`src/rtl/slon5_pkg.sv`:
```
// Shared types, glyph constants and sizing helpers for the display scan controller.
package slon5_pkg;

  localparam int DIGITS_DEF = 4;

  typedef logic [7:0]            Dout_t;
  typedef logic [DIGITS_DEF-1:0] Dnum_t;

  typedef enum logic [1:0] {
    ST_IDLE  = 2'd0,
    ST_DWELL = 2'd1,
    ST_BLANK = 2'd2
  } scan_state_e;

  // Segment bits a..g in positions 0..6, active-high.
  localparam logic [6:0] SEG_0 = 7'h3F;
  localparam logic [6:0] SEG_1 = 7'h06;
  localparam logic [6:0] SEG_2 = 7'h5B;
  localparam logic [6:0] SEG_3 = 7'h4F;
  localparam logic [6:0] SEG_4 = 7'h66;
  localparam logic [6:0] SEG_5 = 7'h6D;
  localparam logic [6:0] SEG_6 = 7'h7D;
  localparam logic [6:0] SEG_7 = 7'h07;
  localparam logic [6:0] SEG_8 = 7'h7F;
  localparam logic [6:0] SEG_9 = 7'h6F;
  localparam logic [6:0] SEG_A = 7'h77;
  localparam logic [6:0] SEG_B = 7'h7C;
  localparam logic [6:0] SEG_C = 7'h39;
  localparam logic [6:0] SEG_D = 7'h5E;
  localparam logic [6:0] SEG_E = 7'h79;
  localparam logic [6:0] SEG_F = 7'h71;

  // Timer width able to count 0..max(a,b)-1, never narrower than one bit.
  function automatic int tmr_width(input int a, input int b);
    int m;
    m = (a > b) ? a : b;
    return (m > 1) ? $clog2(m) : 1;
  endfunction

endpackage

```
`src/rtl/disp_scan_ctrl_if.sv`:
```
// Write port of the scan controller: valid/ready handshake carrying one full display value.
interface disp_scan_ctrl_if #(
  parameter int DIGITS = slon5_pkg::DIGITS_DEF
);
  logic                  wr_valid;
  logic                  wr_ready;
  logic [4*DIGITS-1:0]   wr_data;
  logic [DIGITS-1:0]     wr_dp;

  modport master (output wr_valid, output wr_data, output wr_dp, input  wr_ready);
  modport slave  (input  wr_valid, input  wr_data, input  wr_dp, output wr_ready);
endinterface

```
`src/rtl/hex2seg_m.sv`:
```
// Combinational hex nibble to seven-segment glyph, with the decimal point on bit 7.
module hex2seg_m
  import slon5_pkg::*;
(
  input  logic [3:0] nibble,
  input  logic       dp,
  output Dout_t      seg
);

  always_comb begin
    seg = '0;
    case (nibble)
      4'h0: seg[6:0] = SEG_0;
      4'h1: seg[6:0] = SEG_1;
      4'h2: seg[6:0] = SEG_2;
      4'h3: seg[6:0] = SEG_3;
      4'h4: seg[6:0] = SEG_4;
      4'h5: seg[6:0] = SEG_5;
      4'h6: seg[6:0] = SEG_6;
      4'h7: seg[6:0] = SEG_7;
      4'h8: seg[6:0] = SEG_8;
      4'h9: seg[6:0] = SEG_9;
      4'hA: seg[6:0] = SEG_A;
      4'hB: seg[6:0] = SEG_B;
      4'hC: seg[6:0] = SEG_C;
      4'hD: seg[6:0] = SEG_D;
      4'hE: seg[6:0] = SEG_E;
      4'hF: seg[6:0] = SEG_F;
      default: seg[6:0] = SEG_0;
    endcase
    seg[7] = dp;
  end

endmodule

```
`src/rtl/disp_scan_ctrl.sv`:
```
// Multiplexed seven-segment scan controller: dwell/blank per digit, with new
// display values committed only at frame boundaries so no digit mixes values.
module disp_scan_ctrl
  import slon5_pkg::*;
#(
  parameter int DIGITS = DIGITS_DEF,
  parameter int DWELL  = 50000,
  parameter int BLANK  = 64
) (
  input  logic              clk,
  input  logic              rst_n,
  input  logic              en,
  disp_scan_ctrl_if.slave   wr,
  output Dout_t             dout,
  output logic [DIGITS-1:0] dnum,
  output logic              frame_sync
);

  localparam int TW = tmr_width(DWELL, BLANK);
  localparam int IW = (DIGITS > 1) ? $clog2(DIGITS) : 1;

  localparam logic [TW-1:0] DWELL_LAST = TW'(DWELL - 1);
  localparam logic [TW-1:0] BLANK_LAST = TW'(BLANK - 1);
  localparam logic [IW-1:0] IDX_LAST   = IW'(DIGITS - 1);

  localparam logic [1:0] S_IDLE  = 2'(ST_IDLE);
  localparam logic [1:0] S_DWELL = 2'(ST_DWELL);
  localparam logic [1:0] S_BLANK = 2'(ST_BLANK);

  logic [1:0]          state_q, state_d;
  logic [IW-1:0]       idx_q, idx_d;
  logic [TW-1:0]       tmr_q, tmr_d;
  logic [4*DIGITS-1:0] act_data_q, act_data_d;
  logic [DIGITS-1:0]   act_dp_q, act_dp_d;
  logic [4*DIGITS-1:0] pend_data_q, pend_data_d;
  logic [DIGITS-1:0]   pend_dp_q, pend_dp_d;
  logic                pend_full_q, pend_full_d;
  logic                rdy_q;
  Dout_t               dout_q, dout_d;
  logic [DIGITS-1:0]   dnum_q, dnum_d;
  logic                fs_q, fs_d;

  logic                wrap;
  logic                xfer;
  logic                accept;
  logic                wr_ready_int;
  Dout_t               seg_sel;
  logic [DIGITS-1:0]   sel_onehot;
  Dout_t               glyph [DIGITS];

  // rdy_q keeps wr_ready low while in reset and for the cycle of release.
  assign wr_ready_int = rdy_q & ~pend_full_q;
  assign wr.wr_ready  = wr_ready_int;
  assign accept       = wr.wr_valid & wr_ready_int;

  always_comb begin
    state_d = state_q;
    idx_d   = idx_q;
    tmr_d   = tmr_q;
    wrap    = 1'b0;
    case (state_q)
      S_IDLE: begin
        if (en) begin
          state_d = S_DWELL;
          idx_d   = '0;
          tmr_d   = '0;
        end
      end
      S_DWELL: begin
        if (!en) begin
          state_d = S_IDLE;
          idx_d   = '0;
          tmr_d   = '0;
        end else if (tmr_q == DWELL_LAST) begin
          state_d = S_BLANK;
          tmr_d   = '0;
        end else begin
          tmr_d = tmr_q + 1'b1;
        end
      end
      S_BLANK: begin
        if (!en) begin
          state_d = S_IDLE;
          idx_d   = '0;
          tmr_d   = '0;
        end else if (tmr_q == BLANK_LAST) begin
          state_d = S_DWELL;
          tmr_d   = '0;
          if (idx_q == IDX_LAST) begin
            idx_d = '0;
            wrap  = 1'b1;
          end else begin
            idx_d = idx_q + 1'b1;
          end
        end else begin
          tmr_d = tmr_q + 1'b1;
        end
      end
      default: begin
        state_d = S_IDLE;
        idx_d   = '0;
        tmr_d   = '0;
      end
    endcase
    fs_d = wrap;
  end

  // Pending data only reaches the display between frames, never mid-frame.
  assign xfer = pend_full_q & (wrap | (state_q == S_IDLE));

  always_comb begin
    act_data_d  = act_data_q;
    act_dp_d    = act_dp_q;
    pend_data_d = pend_data_q;
    pend_dp_d   = pend_dp_q;
    pend_full_d = pend_full_q;
    if (xfer) begin
      act_data_d  = pend_data_q;
      act_dp_d    = pend_dp_q;
      pend_full_d = 1'b0;
    end
    if (accept) begin
      pend_data_d = wr.wr_data;
      pend_dp_d   = wr.wr_dp;
      pend_full_d = 1'b1;
    end
  end

  // Digit 0 shows the leftmost nibble of the written value, so a value reads
  // across the display in the same order as its hex literal.
  for (genvar gi = 0; gi < DIGITS; gi++) begin : g_dec
    hex2seg_m u_hex2seg (
      .nibble (act_data_q[4*(DIGITS-1-gi) +: 4]),
      .dp     (act_dp_q[gi]),
      .seg    (glyph[gi])
    );
  end

  always_comb begin
    seg_sel    = '0;
    sel_onehot = '0;
    for (int i = 0; i < DIGITS; i++) begin
      if (idx_q == IW'(i)) begin
        seg_sel       = glyph[i];
        sel_onehot[i] = 1'b1;
      end
    end
  end

  // Gating with en blanks the pins in the same cycle the FSM heads to IDLE.
  always_comb begin
    dout_d = '0;
    dnum_d = '0;
    if ((state_q == S_DWELL) && en) begin
      dout_d = seg_sel;
      dnum_d = sel_onehot;
    end
  end

  always_ff @(posedge clk or negedge rst_n) begin
    if (!rst_n) begin
      state_q     <= S_IDLE;
      idx_q       <= '0;
      tmr_q       <= '0;
      act_data_q  <= '0;
      act_dp_q    <= '0;
      pend_data_q <= '0;
      pend_dp_q   <= '0;
      pend_full_q <= 1'b0;
      rdy_q       <= 1'b0;
      dout_q      <= '0;
      dnum_q      <= '0;
      fs_q        <= 1'b0;
    end else begin
      state_q     <= state_d;
      idx_q       <= idx_d;
      tmr_q       <= tmr_d;
      act_data_q  <= act_data_d;
      act_dp_q    <= act_dp_d;
      pend_data_q <= pend_data_d;
      pend_dp_q   <= pend_dp_d;
      pend_full_q <= pend_full_d;
      rdy_q       <= 1'b1;
      dout_q      <= dout_d;
      dnum_q      <= dnum_d;
      fs_q        <= fs_d;
    end
  end

  assign dout       = dout_q;
  assign dnum       = dnum_q;
  assign frame_sync = fs_q;

endmodule

```
`src/flat_wrapper.sv`:
```
// flat-port wrapper written by rule: the top's interface ports become plain ports
module disp_scan_ctrl_flat import slon5_pkg::*;
#(
  parameter int DIGITS = DIGITS_DEF,
  parameter int DWELL  = 50000,
  parameter int BLANK  = 64
)
  (clk, rst_n, en, dout, dnum, frame_sync, wr_wr_valid, wr_wr_data, wr_wr_dp, wr_wr_ready);
  disp_scan_ctrl_if #(.DIGITS(DIGITS)) wr_i ();
  input  logic clk;
  input  logic rst_n;
  input  logic en;
  output Dout_t dout;
  output logic [DIGITS-1:0] dnum;
  output logic frame_sync;
  input wire logic [$bits(wr_i.wr_valid)-1:0] wr_wr_valid;
  input wire logic [$bits(wr_i.wr_data)-1:0] wr_wr_data;
  input wire logic [$bits(wr_i.wr_dp)-1:0] wr_wr_dp;
  output wire logic [$bits(wr_i.wr_ready)-1:0] wr_wr_ready;
  assign wr_i.wr_valid = wr_wr_valid;
  assign wr_i.wr_data = wr_wr_data;
  assign wr_i.wr_dp = wr_wr_dp;
  assign wr_wr_ready = wr_i.wr_ready;
  disp_scan_ctrl #(.DIGITS(DIGITS), .DWELL(DWELL), .BLANK(BLANK)) u_core (.clk(clk), .rst_n(rst_n), .en(en), .wr(wr_i), .dout(dout), .dnum(dnum), .frame_sync(frame_sync));
endmodule
```
`config.mk`:
```
export PLATFORM = sky130hd
export DESIGN_NAME = disp_scan_ctrl_flat
export DESIGN_NICKNAME = d
export VERILOG_FILES = /design/src/rtl/slon5_pkg.sv /design/src/rtl/disp_scan_ctrl_if.sv /design/src/rtl/hex2seg_m.sv /design/src/rtl/disp_scan_ctrl.sv /design/src/flat_wrapper.sv
export SDC_FILE = /design/constraint.sdc
export NUM_CORES = 1
export LEC_CHECK = 0
export CAP_MARGIN = 20
export CORE_ASPECT_RATIO = 1.1
export CORE_MARGIN = 4
export CORE_UTILIZATION = 60
export DETAILED_ROUTE_END_ITERATION = 16
export DONT_BUFFER_PORTS = 1
export HOLD_SLACK_MARGIN = 0.05
export PLACE_DENSITY = 0.76
export SLEW_MARGIN = 20
export SYNTH_ARGS = -nofsm -noshare
export SYNTH_HDL_FRONTEND = slang
export SYNTH_HIERARCHICAL = 1
export SYNTH_SLANG_ARGS = --single-unit
export TNS_END_PERCENT = 10
```
`constraint.sdc`:
```
create_clock -name clk -period 5.8 [get_ports clk]
set_clock_uncertainty 0.1 [all_clocks]
set_input_delay 1.16 -clock clk [delete_from_list [all_inputs] [get_ports clk]]
set_output_delay 1.16 -clock clk [all_outputs]
set_load 0.01 [all_outputs]
```
==> flow_summary_export.csv, run 1 <==
group,metric,value,unit
placement,dp_hpwl,6900,microns
finish,final_area,0.00498,sq mm
grt,grt_max_degree,76,
floorplan,die_x,93.5,microns
routing,via_per_inst,5.98,
job,cap_violations,0,
power_and_ir_drop,ir_worst_vdd,0.261,mV
power_and_ir_drop,total_leakage_power,0.00220,uW
worst_setup_path,setup.worst_path.class,"reg -> reg",
yosys,synth_xor_area_share,0.544,%
yosys,muxShareOfSynthArea,17.2,%
routing,drt_iter0_drc,161,
yosys,async_flop_share,100,%
floorplan,die-area,0.00955,sq mm
worst_setup_path,critPathSlowestCell,"ha_1",
cts,postCtsSetupRepairBufs,0,
grt,grtUsageTotal,21.0,%
finish,area_delta_synth_final,3.21,%
finish,nNetsFinal,501,
yosys,syn_area,0.00483,sq mm
placement,placed_area,0.00480,sq mm
finish,n_fill_cell,638,
finish,diodes,0,
routing,postRouteAntennaNets,0,
timing,max_clock_freq,380,MHz
floorplan,core_area,0.00787,sq mm
timing,rsz0062_at_grt,"no",
cts,cts_sinks,75,
placement,gp_congestion,0.845,
hold_path,min_path_type,"in -> async",
worst_setup_path,required,5.95,ns
finish,drive_above_1_share,18.7,%
routing,wire_per_inst,17.1,microns
yosys,synth_seq_cells,75,
routing,wl,9430,microns
yosys,synth_top_family_by_area,"multiplexers",
cts,insertion_delay,0.35,ns
routing,post-route-drc-count,0,
floorplan,start_util,61.4,%
worst_setup_path,crit_buf_inv,1,
worst_setup_path,critPathTopFamily,"adder cells",
yosys,synthAdderAreaFrac,9.59,%
yosys,synth.distinct_cells,62,
cts,htree_levels,3,
worst_setup_path,crit_path_max_fanout,20,
yosys,synth_edf_count,0,
placement,port_buffers,0,
yosys,synth_compound_area_share,10.8,%
yosys,yosys_warnings,6,
routing,dr_total_vias,3305,
timing,fin_crit_sh,45.3,%
cts,cts_buffers,9,
yosys,synth-seq-area-share,38.9,%
timing,setup_viol,0,
floorplan,rows,34,
cts,clk_pin_slew,0.08,ns
yosys,ys.flop_type,"dfrtp_1",
yosys,yosys.area_share.simple,16.8,%
timing,final.setup.tns,0,ns
timing,max-slew-margin-rel,30.9,%
timing,tightest_slew,1.03,ns
cts,cts_buffer_depth,2,
grt,overflow,0,
floorplan,io-pin-count,38,
timing,fin_crit,2.63,ns
timing,hold_viol,0,
grt,antenna_found_initial,0,
worst_setup_path,startpoint_type,"flop",
worst_setup_path,cp_data_arrival_time,2.77,ns
power_and_ir_drop,p_per_area,478,mW/mm^2
cts,cts_root_buffer,"clkbuf_8",
yosys,syn_nets,515,
cts,cts_tree,"done",
timing,report.final.slew_viol_count,0,
cts,cts_resized,0,
yosys,avgSynthCellArea,10.6,sq um
cts,cts_hold_buf,0,
worst_setup_path,crit_path_end_kind,"flop",
grt,grt_pass1_wl,15700,microns
routing,first_pass_iters,4,
floorplan,dieHeight,102,microns
worst_setup_path,worstPathCellList,"ha_1, nand4_1, o21ai_2, buf_4, mux2_2",
yosys,syn_inst,454,
worst_setup_path,critical_path.max_stage_delay,0.58,ns
outcome,status,"finished clean",
grt,grt_pass1_vias,3226,
-- layout by cell type (no fill, tap or decap), types with 4 or more instances in the layout --
cell type,n
nand2_1,24
clkbuf_8,9
o22ai_1,4
and3_1,7
nor3_1,20
o31ai_1,4
dfrtp_1,75
nand3_1,7
nor2_1,25
a21oi_1,15
inv_1,30
a221oi_1,8
o21ai_0,11
mux2_4,13
a22oi_1,8
mux2_2,38
ha_1,37
mux4_1,4
nor2b_1,28
nand2b_1,6
mux2i_1,8
-- kinds of logic (layout without fill, tap and decap cells) --
kind of cell             after synthesis  count (layout)
AND/OR/NAND/NOR                      140             140
AO/OA/AOI/OAI                         76              76
flip-flops                            75              75
multiplexers                          65              65
buffers and inverters                 57              48
adder cells (fa/ha/maj)               37              37
XOR/XNOR                               3               3
other                                  1               1
-- report_power, final --
part | total, uW | leakage, uW | internal, uW | switching (uW)
Clock | 371 | 0.0000844 | 161 | 209
Combinational | 1080 | 0.00116 | 590 | 494
Sequential | 925 | 0.000948 | 695 | 230
-- registers in the layout, indices dropped and copies added (netlist names) --
name / count
u_core/act_dp_q: 4
u_core/state_q: 2
u_core/tmr_q: 16
u_core/dnum: 4
u_core/rdy_q: 1
u_core/act_data_q: 16
u_core/idx_q: 2
u_core/pend_dp_q: 4
u_core/dout: 8
u_core/frame_sync: 1
u_core/pend_data_q: 16
u_core/pend_full_q: 1
-- worst register-to-register path, cell delays in order, from the launching register on --
cell     delay (ns)
dfrtp_1        0.42
ha_1           0.58
nand4_1        0.22
o21ai_2        0.49
buf_4          0.35
mux2_2         0.36
-- layer usage --
metal	GRT usage, %	routed length (microns)	part of all wire [%]	vias up
met5	0	0	0	-
met4	8.11	215	2.3	0
met1	26.1	4140	44	1629
met2	36.6	4730	50	73
met3	3.61	346	3.7	22
li1	-	-	-	1581
-- final timing paths --
| kind | from | endpoint | slack (ns) | cells after the start |
|---|---|---|---|---|
| setup reg to reg | u_core/idx_q[0] | u_core/act_data_q[7] | 3.17 | 5 |
| max in group asynchronous | rst_n | u_core/dout[2] | 5.11 | 0 |
| setup / recovery | u_core/idx_q[0] | u_core/act_data_q[7] | 3.17 | 5 |
| hold reg to reg | u_core/tmr_q[0] | u_core/tmr_q[0] | 0.41 | 1 |
| hold / removal | rst_n | u_core/tmr_q[12] | 0.39 | 0 |
| min in group clk | u_core/tmr_q[0] | u_core/tmr_q[0] | 0.41 | 1 |
-- cell type report --
cell class / instances / area (sq um) / area share, %
clock buffers: 9 / 124 / 2.49
clock inverters: 7 / 60.1 / 1.21
inverters: 30 / 113 / 2.26
multi-input cells: 322 / 2660 / 53.4
flip-flops and latches: 75 / 1880 / 37.7
well taps: 108 / 135 / 2.71
repair buffers: 2 / 15.0 / 0.301
-- through the flow --
step | utilization, % | cells | total power [uW] | setup WS (ns) | hold slack [ns]
floorplan | - | 454 | 1820 | 3.43 | 0.359
global placement | 61.0 | 537 | 1940 | 3.14 | 0.384
detailed placement | 61.0 | 537 | 2010 | 3.11 | 0.399
CTS | 63.3 | 553 | 2380 | 3.13 | 0.374
global route | 63.3 | 553 | 2560 | 2.97 | 0.371
finish | 63.3 | 553 | 2380 | 3.17 | 0.392
-- cell usage after synthesis (4+ instances only) --
| cell type | count | area (sq um) |
|---|---|---|
| dfrtp_1 | 75 | 1880 |
| mux2_2 | 38 | 428 |
| ha_1 | 37 | 463 |
| inv_1 | 30 | 113 |
| nor2b_1 | 28 | 175 |
| nor2_1 | 25 | 93.8 |
| nand2_1 | 24 | 90.1 |
| nor3_1 | 20 | 100 |
| a21oi_1 | 15 | 75.1 |
| mux2_4 | 13 | 195 |
| o21ai_0 | 11 | 55.1 |
| clkbuf_1 | 10 | 37.5 |
| a221oi_1 | 8 | 70.1 |
| a22oi_1 | 8 | 60.1 |
| mux2i_1 | 8 | 80.1 |
| and3_1 | 7 | 43.8 |
| nand3_1 | 7 | 35.0 |
| buf_2 | 6 | 30.0 |
| buf_6 | 6 | 67.6 |
| nand2b_1 | 6 | 37.5 |
| buf_4 | 4 | 30.0 |
| mux4_1 | 4 | 105 |
| o22ai_1 | 4 | 25.0 |
| o31ai_1 | 4 | 30.0 |
(Power assumes the default switching activity.)
==> inputs of run 2 (changes only) <==
--- a/config.mk
+++ b/config.mk
@@ -8,7 +8,7 @@
 export CAP_MARGIN = 20
 export CORE_ASPECT_RATIO = 1.1
 export CORE_MARGIN = 4
-export CORE_UTILIZATION = 60
+export CORE_UTILIZATION = 58
 export DETAILED_ROUTE_END_ITERATION = 16
 export DONT_BUFFER_PORTS = 1
 export HOLD_SLACK_MARGIN = 0.05
==> constraint.sdc (replaced) <==
create_clock -name clk -period 2.33 [get_ports clk]
set_clock_uncertainty 0.1 [all_clocks]
set_input_delay 0.466 -clock clk [delete_from_list [all_inputs] [get_ports clk]]
set_output_delay 0.466 -clock clk [all_outputs]
set_load 0.01 [all_outputs]
==> run 2 against run 1 <==
  * Power grew to 2.5 times the previous value
  * Non-clock buffer count grew 10
  * Maximum frequency grew 20%
  * Die area grew 3.2%
  * Core utilization grew 0.51 points
  * Count of clock-buffer cells in the layout is the same
  * Critical path type unchanged
  * Largest cell class unchanged
  * Largest power group unchanged
==> flow_summary_export.csv, run 2 (same netlist as run 1, synthesis figures left out) <==
group,metric,value,unit
outcome,status,"finished clean",
cts,htree_levels,3,
floorplan,die-area,0.00985,sq mm
floorplan,core_area,0.00800,sq mm
finish,diodes,0,
power_and_ir_drop,pwr-share-clk,15.2,%
floorplan,rows,34,
timing,final.setup.tns,0,ns
routing,dr_total_vias,3282,
cts,cts_buffer_depth,2,
routing,via_per_inst,5.83,
timing,max-slew-margin-rel,64.3,%
worst_setup_path,rrSetupSlack,0.14,ns
timing,report.final.slew_viol_count,0,
power_and_ir_drop,total_leakage_power,0.00226,uW
cts,cts_sinks,75,
cts,clk_pin_slew,0.08,ns
worst_setup_path,setup.worst_path.class,"reg -> reg",
timing,rsz0062_at_grt,"no",
grt,grt_max_degree,76,
timing,setup_viol,0,
routing,post-route-drc-count,0,
cts,insertion_delay,0.34,ns
finish,post-route-util,63.8,%
routing,drt_iter0_drc,140,
power_and_ir_drop,switching_share,39.0,%
routing,wl,9510,microns
hold_path,min_path_type,"in -> reg",
grt,overflow,0,
grt,grt_pass1_wl,16100,microns
worst_setup_path,crit_path_max_fanout,8,
worst_setup_path,cp_data_arrival_time,2.32,ns
grt,grt_pass1_vias,3317,
cts,cts_buffers,9,
timing,fin_crit_sh,94.0,%
cts,cts_root_buffer,"clkbuf_8",
floorplan,die_x,95.0,microns
power_and_ir_drop,p_int,3680,uW
floorplan,dieHeight,104,microns
placement,port_buffers,0,
worst_setup_path,required,2.46,ns
power_and_ir_drop,p_seq_share,37.4,%
grt,antenna_found_initial,0,
cts,postCtsSetupRepairBufs,0,
placement,gp_congestion,0.861,
power_and_ir_drop,p_switching,2350,uW
grt,grtUsageTotal,20.5,%
finish,area_delta_synth_final,5.73,%
timing,hold_ws,0.156,ns
timing,max_clock_freq,456,MHz
finish,nNetsFinal,511,
finish,layout_common_cells,"73 x dfrtp_1, 38 x mux2_2, 35 x ha_1",
timing,hold_viol,0,
floorplan,io-pin-count,38,
floorplan,start_util,60.4,%
finish,drive_above_1_share,21.8,%
routing,first_pass_iters,5,
timing,fin_crit,2.19,ns
job,cap_violations,0,
worst_setup_path,startpoint_type,"flop",
routing,wire_per_inst,16.9,microns
placement,dp_hpwl,6870,microns
finish,largestRegisters,"u_core/act_data_q: 16 flops, u_core/pend_data_q: 16 flops, u_core/tmr_q: 16 flops",
cts,cts_tree,"done",
worst_setup_path,crit_path_end_kind,"flop",
timing,tightest_slew,0.536,ns
routing,postRouteAntennaNets,0,
finish,layout_commonest_cell,"dfrtp_1",
power_and_ir_drop,p_comb_share,47.4,%
power_and_ir_drop,ir_worst_vdd,0.420,mV
power_and_ir_drop,p_per_area,1180,mW/mm^2
==> run 2: changes by cell type in the layout (fill, tap and decap cells not counted), moves of 2 or more <==
cell / delta
buf_4: +7
clkinv_2: +3
clkinvlp_4: -3
dfrtp_1: -2
dfrtp_2: +2
ha_1: -2
ha_2: +2
inv_1: -2
inv_2: +2
==> run 2: layer usage <==
metal,GRT usage [%],share of wire (%)
met1,26.3,44
met2,33.0,49
met3,4.79,4.1
met4,8.14,2.3
met5,0,0
==> run 2: power by group through the flow <==
| stage | Combinational, uW | Clock [uW] | Sequential, uW |
|---|---|---|---|
| floorplan | 2500 | 0 | 2020 |
| global placement | 2660 | 0 | 2250 |
| detailed placement | 2790 | 0 | 2280 |
| CTS | 2830 | 943 | 2260 |
| global route | 3150 | 1000 | 2340 |
| finish | 2860 | 916 | 2260 |
==> run 2: final timing paths <==
| check | start | endpoint | cells after the start |
|---|---|---|---|
| setup / recovery | u_core/tmr_q[0] | u_core/act_data_q[1] | 7 |
| hold / removal | en | u_core/frame_sync | 2 |
| setup reg to reg | u_core/tmr_q[0] | u_core/act_data_q[1] | 7 |
| hold reg to reg | u_core/pend_data_q[15] | u_core/act_data_q[15] | 1 |
| max in group asynchronous | rst_n | u_core/act_data_q[13] | 2 |
| min in group asynchronous | rst_n | u_core/act_data_q[7] | 2 |
==> run 2: final cells by class <==
type / instances / area [sq um]
clock buffer: 9 / 124
sequential: 75 / 1880
inverter: 30 / 113
clock inverter: 7 / 52.6
fill: 669 / 2890
multi-input combinational: 322 / 2680
timing repair buffer: 12 / 125
tap: 108 / 135
==> run 2: what timing repair did <==
item                                    CTS  global route
resized for setup                         0             8
endpoints found under the setup margin    0             8
endpoints found under the hold margin    75             0
hold buffers                              2             0
==> run 2: critical path, stage by stage (launching register included) <==
cell,delay [ns]
dfrtp_1,0.39
ha_1,0.29
nand4_4,0.16
nor3_4,0.22
nand3_4,0.14
o21ai_2,0.22
buf_4,0.24
mux2_4,0.32
==> run 2: metrics by stage <==
step / setup slack (ns) / cell area (sq um) / power, uW / cells
2_1_floorplan: 0.251 / 4830 / 4530 / 454
3_3_place_gp: 0.172 / 4870 / 4910 / 545
3_5_place_dp: 0.109 / 4870 / 5070 / 545
4_1_cts: 0.101 / 5090 / 6030 / 563
5_1_grt: 0.00934 / 5100 / 6500 / 563
6_report: 0.139 / 5100 / 6030 / 563
